--- config.mk ---
export PLATFORM = sky130hd
export DESIGN_NAME = traffic_light_monitor
export DESIGN_NICKNAME = d
export VERILOG_FILES = /design/src/rtl/traffic_light_pkg.sv /design/src/rtl/traffic_light_decode.sv /design/src/rtl/traffic_light_monitor.sv
export SDC_FILE = /design/constraint.sdc
export NUM_CORES = 1
export LEC_CHECK = 0
export BUFFER_PORTS_ARGS = -buffer_cell sky130_fd_sc_hd__buf_2
export CAP_MARGIN = 20
export CORE_ASPECT_RATIO = 0.8
export CORE_UTILIZATION = 54
export DETAILED_ROUTE_END_ITERATION = 16
export MAX_ROUTING_LAYER = met4
export PLACE_DENSITY_LB_ADDON = 0.25
export SLEW_MARGIN = 25
export SYNTH_ARGS = -nofsm -noshare
export SYNTH_HDL_FRONTEND = slang
export SYNTH_SLANG_ARGS = --single-unit
--- constraint.sdc ---
create_clock -name clk -period 2.7 [get_ports clk]
set_clock_uncertainty 0.05 [all_clocks]
set_input_delay 0.135 -clock clk [delete_from_list [all_inputs] [get_ports clk]]
set_output_delay 0.135 -clock clk [all_outputs]
set_load 0.01 [all_outputs]
--- src/rtl/traffic_light_pkg.sv ---
// traffic_light_pkg: phase/lamp encodings and default dwell times shared by the controller and the monitor.
package traffic_light_pkg;

    typedef enum logic [1:0] {
        STOP      = 2'b00,
        GET_READY = 2'b01,
        GO        = 2'b10,
        SLOW_DOWN = 2'b11
    } phase_t;

    typedef enum logic [1:0] {
        SYNC,
        TRACK,
        FAULT_HOLD
    } state_t;

    // lamp patterns as {red, yellow, green}
    localparam logic [2:0] PAT_STOP      = 3'b100;
    localparam logic [2:0] PAT_GET_READY = 3'b110;
    localparam logic [2:0] PAT_GO        = 3'b001;
    localparam logic [2:0] PAT_SLOW_DOWN = 3'b010;

    localparam int DEF_STOP_CYC  = 5;
    localparam int DEF_READY_CYC = 3;
    localparam int DEF_GO_CYC    = 7;
    localparam int DEF_SLOW_CYC  = 3;

    // phases advance in encoding order and wrap from SLOW_DOWN back to STOP
    function automatic phase_t next_phase(input phase_t p);
        return phase_t'(p + 2'd1);
    endfunction

endpackage

--- src/rtl/traffic_light_decode.sv ---
// traffic_light_decode: combinational lamp pattern -> {phase, legal} decoder.
module traffic_light_decode
    import traffic_light_pkg::*;
(
    input  logic [2:0] lamps,
    output phase_t     phase,
    output logic       legal
);

    always_comb begin
        legal = lamps inside {PAT_STOP, PAT_GET_READY, PAT_GO, PAT_SLOW_DOWN};
        phase = lamps == PAT_GET_READY ? GET_READY :
                lamps == PAT_GO        ? GO        :
                lamps == PAT_SLOW_DOWN ? SLOW_DOWN : STOP;
    end

endmodule

--- src/rtl/traffic_light_monitor.sv ---
// traffic_light_monitor: checks lamp sequence, dwell times and pattern legality of a traffic light controller.
module traffic_light_monitor
    import traffic_light_pkg::*;
#(
    parameter int STOP_CYC  = DEF_STOP_CYC,
    parameter int READY_CYC = DEF_READY_CYC,
    parameter int GO_CYC    = DEF_GO_CYC,
    parameter int SLOW_CYC  = DEF_SLOW_CYC
) (
    input  logic       clk,
    input  logic       reset,
    input  logic       red,
    input  logic       yellow,
    input  logic       green,
    input  logic       clear_fault,
    output logic [1:0] phase,
    output logic       phase_valid,
    output logic [3:0] dwell,
    output logic       seq_err,
    output logic       dwell_err,
    output logic       pattern_err,
    output logic       fault,
    output logic       cycle_done,
    output logic [7:0] cycle_count
);

    localparam logic [3:0] C_STOP  = 4'(STOP_CYC);
    localparam logic [3:0] C_READY = 4'(READY_CYC);
    localparam logic [3:0] C_GO    = 4'(GO_CYC);
    localparam logic [3:0] C_SLOW  = 4'(SLOW_CYC);

    state_t     state, state_n;
    phase_t     phase_q, phase_n, dec_phase;
    logic       dec_legal, legal_q;
    logic [2:0] lamps, pat_q;
    logic       has_prev, changed, legal_chg, checking, err;
    logic       seq_n, dwell_err_n, pattern_err_n, done_n, fault_n, valid_n;
    logic [3:0] cur_cyc, dwell_n;
    logic [7:0] count_n;

    assign lamps = {red, yellow, green};
    assign phase = phase_q;

    traffic_light_decode u_decode (
        .lamps (lamps),
        .phase (dec_phase),
        .legal (dec_legal)
    );

    // dwell is 0 only straight after reset, so it doubles as "no sample seen yet"
    always_comb begin
        has_prev      = dwell != 4'd0;
        changed       = !has_prev || lamps != pat_q;
        legal_chg     = changed && has_prev && legal_q && dec_legal;
        checking      = state != SYNC;
        cur_cyc       = phase_q == STOP      ? C_STOP  :
                        phase_q == GET_READY ? C_READY :
                        phase_q == GO        ? C_GO    : C_SLOW;
        seq_n         = checking && legal_chg && dec_phase != next_phase(phase_q);
        dwell_err_n   = checking && legal_q && has_prev &&
                        (legal_chg ? dwell != cur_cyc : !changed && dwell == cur_cyc);
        pattern_err_n = changed && !dec_legal;
        err           = seq_n || dwell_err_n || pattern_err_n;
        done_n        = checking && legal_chg && phase_q == SLOW_DOWN && dec_phase == STOP && !err;
        state_n       = state == SYNC ? (legal_chg ? TRACK : SYNC) :
                        (changed && has_prev && !legal_q && dec_legal) ? SYNC :
                        err ? FAULT_HOLD :
                        (state == FAULT_HOLD && clear_fault) ? TRACK : state;
        dwell_n       = changed ? 4'd1 : (dwell == 4'd15 ? dwell : dwell + 4'd1);
        phase_n       = dec_legal ? dec_phase : phase_q;
        valid_n       = dec_legal && state_n == TRACK;
        fault_n       = err || (fault && !clear_fault);
        count_n       = done_n && cycle_count != 8'hff ? cycle_count + 8'd1 : cycle_count;
    end

    always_ff @(posedge clk) begin
        if (!reset) begin
            state       <= SYNC;
            pat_q       <= 3'd0;
            legal_q     <= 1'b0;
            phase_q     <= STOP;
            phase_valid <= 1'b0;
            dwell       <= 4'd0;
            seq_err     <= 1'b0;
            dwell_err   <= 1'b0;
            pattern_err <= 1'b0;
            fault       <= 1'b0;
            cycle_done  <= 1'b0;
            cycle_count <= 8'd0;
        end else begin
            state       <= state_n;
            pat_q       <= lamps;
            legal_q     <= dec_legal;
            phase_q     <= phase_n;
            phase_valid <= valid_n;
            dwell       <= dwell_n;
            seq_err     <= seq_n;
            dwell_err   <= dwell_err_n;
            pattern_err <= pattern_err_n;
            fault       <= fault_n;
            cycle_done  <= done_n;
            cycle_count <= count_n;
        end
    end

endmodule

==> impl_metrics.csv, run 1 <==
group,metric,value,unit
run_status,outcome,"complete, but fails checks",
run_status,violations,"DRC",
synthesis,yosys_register_bits,26,
setup_path,startpoint,"phase[0]",
synthesis,synth.avg_cell_area,8.65,um2
synthesis,ys_types,37,
timing,post-route-min-period,2490,ps
timing,fin_crit_sh,0.922,
placement,gp_congestion,0.783,
die,fp.coreArea,0.00225,mm2
route,wire_per_inst,12.6,um
power,max-vdd-ir-drop,423,uV
route,ant_nets,0,
setup_path,r2r_slack,210,ps
clock_tree,cts_setup_buffers,0,
clock_tree,hold_buffers,0,
synthesis,synth_common_cells,"26 x dfxtp_1, 15 x nor2_1, 12 x a21oi_1, 11 x o21ai_0, 9 x inv_1",
route,drtIter0Drc,50,
global_routing,grt_usage,0.209,
power,switching_share,0.238,
finish,fin_cells,205,
synthesis,syn_inst,156,
setup_path,reg2reg_depth,8,
timing,fmax,0.402,GHz
finish,fill_cells,184,
finish,regArea,520,um2
power,p_comb_frac,0.125,
die,fp.dieW,57.9,um
setup_path,critical_path_class,"flip-flop to flip-flop",
die,die_area,0.00270,mm2
clock_tree,htreeDepth,1,
timing,finalHoldViolations,0,
synthesis,synth_area,0.00135,mm2
synthesis,yosysSeqAreaShare,0.386,
route,via_per_inst,5.75,
synthesis,synth-main-ff-cell,"dfxtp_1",
synthesis,yosys_warnings,0,
finish,area_growth,11.5,%
clock_tree,clkLatencyLatePin,330,ps
route,vias,1178,
route,wirelength,2580,um
setup_path,worst_setup_path_start_kind,"flip-flop",
synthesis,synth_nets,167,
clock_tree,cts-root-buf,"clkbuf_4",
setup_path,r2r_start,"phase[0]",
synthesis,synth_edf_count,0,
timing,finalSetupViolations,0,
setup_path,reg2reg_to,"cycle_count[7]",
clock_tree,clkSinkCount,26,
die,row_count,15,
setup_path,worstPathArrival,2700,ps
setup_path,cpPeakStageDelay,480,ps
timing,slew_violations,0,
placement,dpl.hpwl,1900,um
synthesis,yosys-top-cells-area,"dfxtp_1 39%, xnor2_1 5.2%, ha_1 4.6%",
setup_path,crit_fanout,14,
timing,tightestPinTransition,493,ps
hold_path,worstHoldPathType,"input pin to flip-flop",
power,p_sw,183,uW
die,die_h,46.7,um
power,pwr-share-clk,0.347,
synthesis,yosysMostFrequentCell,"dfxtp_1",
placement,portBuffers,25,
setup_path,path_cells,"inv_1 -> ha_1 -> nor3b_1 -> a31oi_1 -> o211ai_1 -> o211ai_2 -> or3_1 -> a21oi_1",
global_routing,grt_max_degree,17,
power,powerDensity,512,mW/mm2
timing,tns,0,ps
finish,drive_above_1_share,0.200,
placement,place_inst,201,
clock_tree,cts_buffer_depth,2,
run,cap_violations,0,
synthesis,async_flop_share,0,
timing,rsz0062_at_grt,"false",
route,dr.pass1.iters,10,
finish,fin_area,0.00150,mm2
finish,post-route-util,0.668,
setup_path,critPathRequiredTime,2910,ps
clock_tree,tritoncts,"built",
setup_path,cp-end-kind,"flip-flop",
setup_path,worst_path_max_delay_cell,"dfxtp_1",
global_routing,grt_pass1_vias,886,
synthesis,netlist.area_leader.share,0.386,
finish,multiInputGateArea,733,um2
clock_tree,cts_resized,0,
die,io_pins,26,
route,remaining_drc_errors,4,
global_routing,grt-ovfl-total,0,
placement,postPlaceCellArea,0.00145,mm2
power,total_power,769,uW
global_routing,antenna_found_initial,0,
clock_tree,clk_pin_slew_worst_paths,150,ps
synthesis,synth_area_leader_cell,"dfxtp_1",
timing,relSlewSlack,0.671,
die,start_util,0.599,
clock_tree,cts_made_buffers,3,
finish,finalNetCount,192,
finish,diodes,0,
setup_path,critPathCapture,"cycle_count[7]",
power,p_leak,0.633,nW
global_routing,grt_pass1_wl,4060,um
power,internal-power,586,uW
power,pwr-share-seq,0.528,
-- cells in the final DEF, fill, tap and decap left out --
master / n
o22ai_1: 1
o21bai_1: 1
nor3b_1: 3
a21oi_1: 12
xor2_1: 3
and3_1: 2
or4b_1: 1
dfxtp_1: 26
or3_1: 8
o21a_1: 1
or4b_2: 1
and2_1: 4
o211ai_2: 1
bufinv_16: 1
o221ai_1: 1
mux2i_1: 2
nand4_1: 3
nor3_1: 5
o211ai_1: 1
nor3_2: 1
xnor2_1: 8
buf_2: 25
a31oi_1: 3
and4_2: 2
ha_1: 5
o21ai_0: 11
nand3_1: 7
mux2_2: 1
nor2_1: 15
inv_1: 9
nor4_1: 2
a22oi_1: 1
nand2b_1: 1
clkbuf_4: 3
buf_4: 1
nand2_1: 7
nand4bb_1: 1
-- cell type report --
| cell class | instances | area share |
|---|---|---|
| sequential | 26 | 0.346 |
| multi-input combinational | 115 | 0.488 |
| tap | 25 | 0.0208 |
| inverter | 9 | 0.0225 |
| clock inverter | 1 | 0.0200 |
| clock buffer | 3 | 0.0150 |
| timing repair buffer | 26 | 0.0882 |
-- power by group through the flow --
stage               combinational [mW]  clock [mW]  sequential [mW]
global route                     0.107       0.292            0.408
CTS                             0.0960       0.274            0.406
finish                          0.0960       0.267            0.406
detailed placement              0.0954           0            0.415
floorplan                       0.0704           0            0.416
global placement                0.0922           0            0.413
-- through the flow --
step	setup slack, ps	hold WS [ps]
2_1_floorplan	429	207
3_3_place_gp	323	390
4_1_cts	234	39.4
3_5_place_dp	271	389
6_report	211	50.7
5_1_grt	49.8	37.2
-- state kept, by name (all words and copies together) (netlist names) --
register / cells
dwell_err: 1
cycle_count: 8
phase: 2
pat_q: 3
phase_valid: 1
dwell: 4
fault: 1
state: 2
seq_err: 1
pattern_err: 1
legal_q: 1
cycle_done: 1
-- cell families (layout without fill, tap and decap cells) --
| kind of cell | count (synthesis) | after routing | share of synthesized area |
|---|---|---|---|
| flops | 26 | 26 | 0.386 |
| xor+xnor | 11 | 11 | 0.0714 |
| mux | 3 | 3 | 0.0232 |
| compound gates | 33 | 33 | 0.142 |
| buf+inv | 15 | 39 | 0.0705 |
| fa+ha+maj | 5 | 5 | 0.0464 |
| simple gates | 63 | 63 | 0.261 |
-- how the worst min path moves through the flow --
stage | from | to | slack [ps] | cells past startpoint
after detailed placement | reset | phase[0] | 390 | 2
after floorplan | reset | legal_q | 210 | 1
after global routing | reset | legal_q | 40 | 2
after CTS | reset | legal_q | 40 | 2
final | reset | legal_q | 50 | 2
after global placement | reset | phase[0] | 390 | 2
-- per-layer routing --
layer / wire length, um / vias up / GRT usage / part of all wire
met1: 1210 / 534 / 0.271 / 0.47
met5: 0 / - / - / 0
met3: 189 / 4 / 0.0646 / 0.073
met2: 1160 / 40 / 0.322 / 0.45
met4: 21 / 0 / 0.0476 / 0.0081
li1: - / 600 / - / -
-- worst max-delay path: cells and delay by family, from the launching register on --
kind            cells  cell delay, ps
fa+ha+maj           1             360
buf+inv             1             120
simple gates        2             650
flops               1             480
compound gates      4             780
Note: power is estimated with default switching activity, not from simulation.
==> run 2, diff against run 1 <==
--- a/config.mk
+++ b/config.mk
@@ -5,11 +5,11 @@
 export SDC_FILE = /design/constraint.sdc
 export NUM_CORES = 1
 export LEC_CHECK = 0
-export BUFFER_PORTS_ARGS = -buffer_cell sky130_fd_sc_hd__buf_2
 export CAP_MARGIN = 20
 export CORE_ASPECT_RATIO = 0.8
-export CORE_UTILIZATION = 54
+export CORE_UTILIZATION = 60
 export DETAILED_ROUTE_END_ITERATION = 16
+export DONT_BUFFER_PORTS = 1
 export MAX_ROUTING_LAYER = met4
 export PLACE_DENSITY_LB_ADDON = 0.25
 export SLEW_MARGIN = 25
==> impl_metrics.csv, run 2 (synthesized netlist as in run 1, its figures left out) <==
group,metric,value,unit
finish,drive_above_1_share,0.0859,
global_routing,antenna_found_initial,0,
die,start_util,0.675,
die,die_h,44.4,um
global_routing,grt-ovfl-total,0,
hold_path,worstHoldPathType,"input pin to flip-flop",
finish,multiInputGateArea,733,um2
finish,fin_cells,187,
route,dr.pass1.iters,4,
route,ant_nets,0,
timing,post-route-min-period,2500,ps
die,fp.dieW,55.0,um
placement,postPlaceCellArea,0.00135,mm2
clock_tree,htreeDepth,1,
clock_tree,tritoncts,"built",
timing,setup_slack,201,ps
setup_path,critPathRequiredTime,2910,ps
power,switching_share,0.233,
timing,fmax,0.400,GHz
finish,post-route-util,0.726,
route,wire_per_inst,15.4,um
power,max-vdd-ir-drop,530,uV
global_routing,grt_pass1_wl,4700,um
power,pwr-share-clk,0.349,
power,p_leak,0.542,nW
route,vias,1160,
clock_tree,cts_buffer_depth,2,
setup_path,critical_path_class,"flip-flop to flip-flop",
clock_tree,cts_resized,0,
route,via_per_inst,6.20,
timing,tightestPinTransition,579,ps
finish,layout_commonest_cell,"dfxtp_1",
die,die_area,0.00244,mm2
power,internal-power,587,uW
timing,finalHoldViolations,0,
finish,regArea,520,um2
clock_tree,clkLatencyLatePin,330,ps
timing,slew_violations,0,
route,drtIter0Drc,29,
run_status,outcome,"finished clean",
placement,place_inst,178,
power,p_comb_frac,0.120,
finish,max_flop_register,"cycle_count",
placement,dpl.hpwl,1960,um
finish,finalNetCount,175,
timing,finalSetupViolations,0,
die,row_count,14,
clock_tree,cts-root-buf,"clkbuf_4",
finish,fin_area,0.00145,mm2
placement,pre_cts_ws,299,ps
placement,gp_congestion,0.850,
clock_tree,clkSinkCount,26,
finish,fill_cells,173,
die,io_pins,26,
global_routing,grt_pass1_vias,1094,
finish,area_growth,7.51,%
clock_tree,clk_pin_slew_worst_paths,140,ps
placement,portBuffers,0,
setup_path,cp-end-kind,"flip-flop",
power,p_sw,178,uW
die,fp.coreArea,0.00200,mm2
power,pwr-share-seq,0.531,
global_routing,grt_usage,0.282,
run,cap_violations,0,
setup_path,worstPathArrival,2710,ps
setup_path,crit_fanout,14,
timing,rsz0062_at_grt,"false",
power,powerDensity,527,mW/mm2
timing,relSlewSlack,0.613,
timing,fin_crit_sh,0.926,
finish,diodes,0,
route,wirelength,2890,um
finish,largestRegisters,"cycle_count: 8 flops, dwell: 4 flops, pat_q: 3 flops",
setup_path,worst_setup_path_start_kind,"flip-flop",
route,remaining_drc_errors,0,
finish,layout_common_cells,"26 x dfxtp_1, 15 x nor2_1, 12 x a21oi_1",
global_routing,grt_max_degree,17,
timing,tns,0,ps
clock_tree,cts_made_buffers,3,
finish,largest_reg_flops,8,
run 2: cell count changes in the layout (fill, tap and decap cells not counted):
cell / before / now
dlygate4sd3_1: 0 / 5
buf_2: 25 / 0
buf_4: 1 / 4
run 2: final timing paths:
kind                                       end  slack, ps  depth (start not counted)           start
worst max-delay path            cycle_count[7]        200                          8        phase[1]
worst min-delay path                  state[1]         20                          3     clear_fault
worst max register to register  cycle_count[7]        200                          8        phase[1]
worst min register to register  cycle_count[5]        510                          2  cycle_count[5]
run 2: repair_timing:
action,CTS,global route
endpoints found under the hold margin,12,0
hold buffers,5,0
setup buffers,0,0
run 2: routing by layer:
metal,up-vias,wire [um],track usage
met3,11,165,0.0790
li1,569,-,-
met4,0,85,0.145
met1,542,1350,0.336
met2,38,1290,0.429
met5,-,0,-
run 2: layout make-up:
type	count	share of cell area
Multi-Input combinational cell	115	0.506
Sequential cell	26	0.359
Timing Repair Buffer	9	0.0552
Inverter	9	0.0233
Clock inverter	1	0.0207
Tap cell	24	0.0207
Clock buffer	3	0.0155
run 2: power groups by stage:
stage	clock [mW]	combinational (mW)	sequential [mW]
finish	0.267	0.0915	0.406
global route	0.285	0.101	0.408
CTS	0.272	0.0901	0.406
detailed placement	0	0.0812	0.414
global placement	0	0.0776	0.414
floorplan	0	0.0704	0.416
run 2: critical path, cell delays in order (launching register included):
cell and delay (ps):
dfxtp_1 450, inv_1 70, ha_1 190, xnor2_1 130, nor4_1 410, xnor2_1 250
o211ai_2 330, or3_1 430, a21oi_1 140
run 2: stage by stage:
stage | hold WS, ps | power [mW]
after floorplan | 207 | 0.486
after global placement | 208 | 0.491
after detailed placement | 213 | 0.496
after CTS | 19.3 | 0.768
after global routing | 27.2 | 0.795
final | 19.0 | 0.765
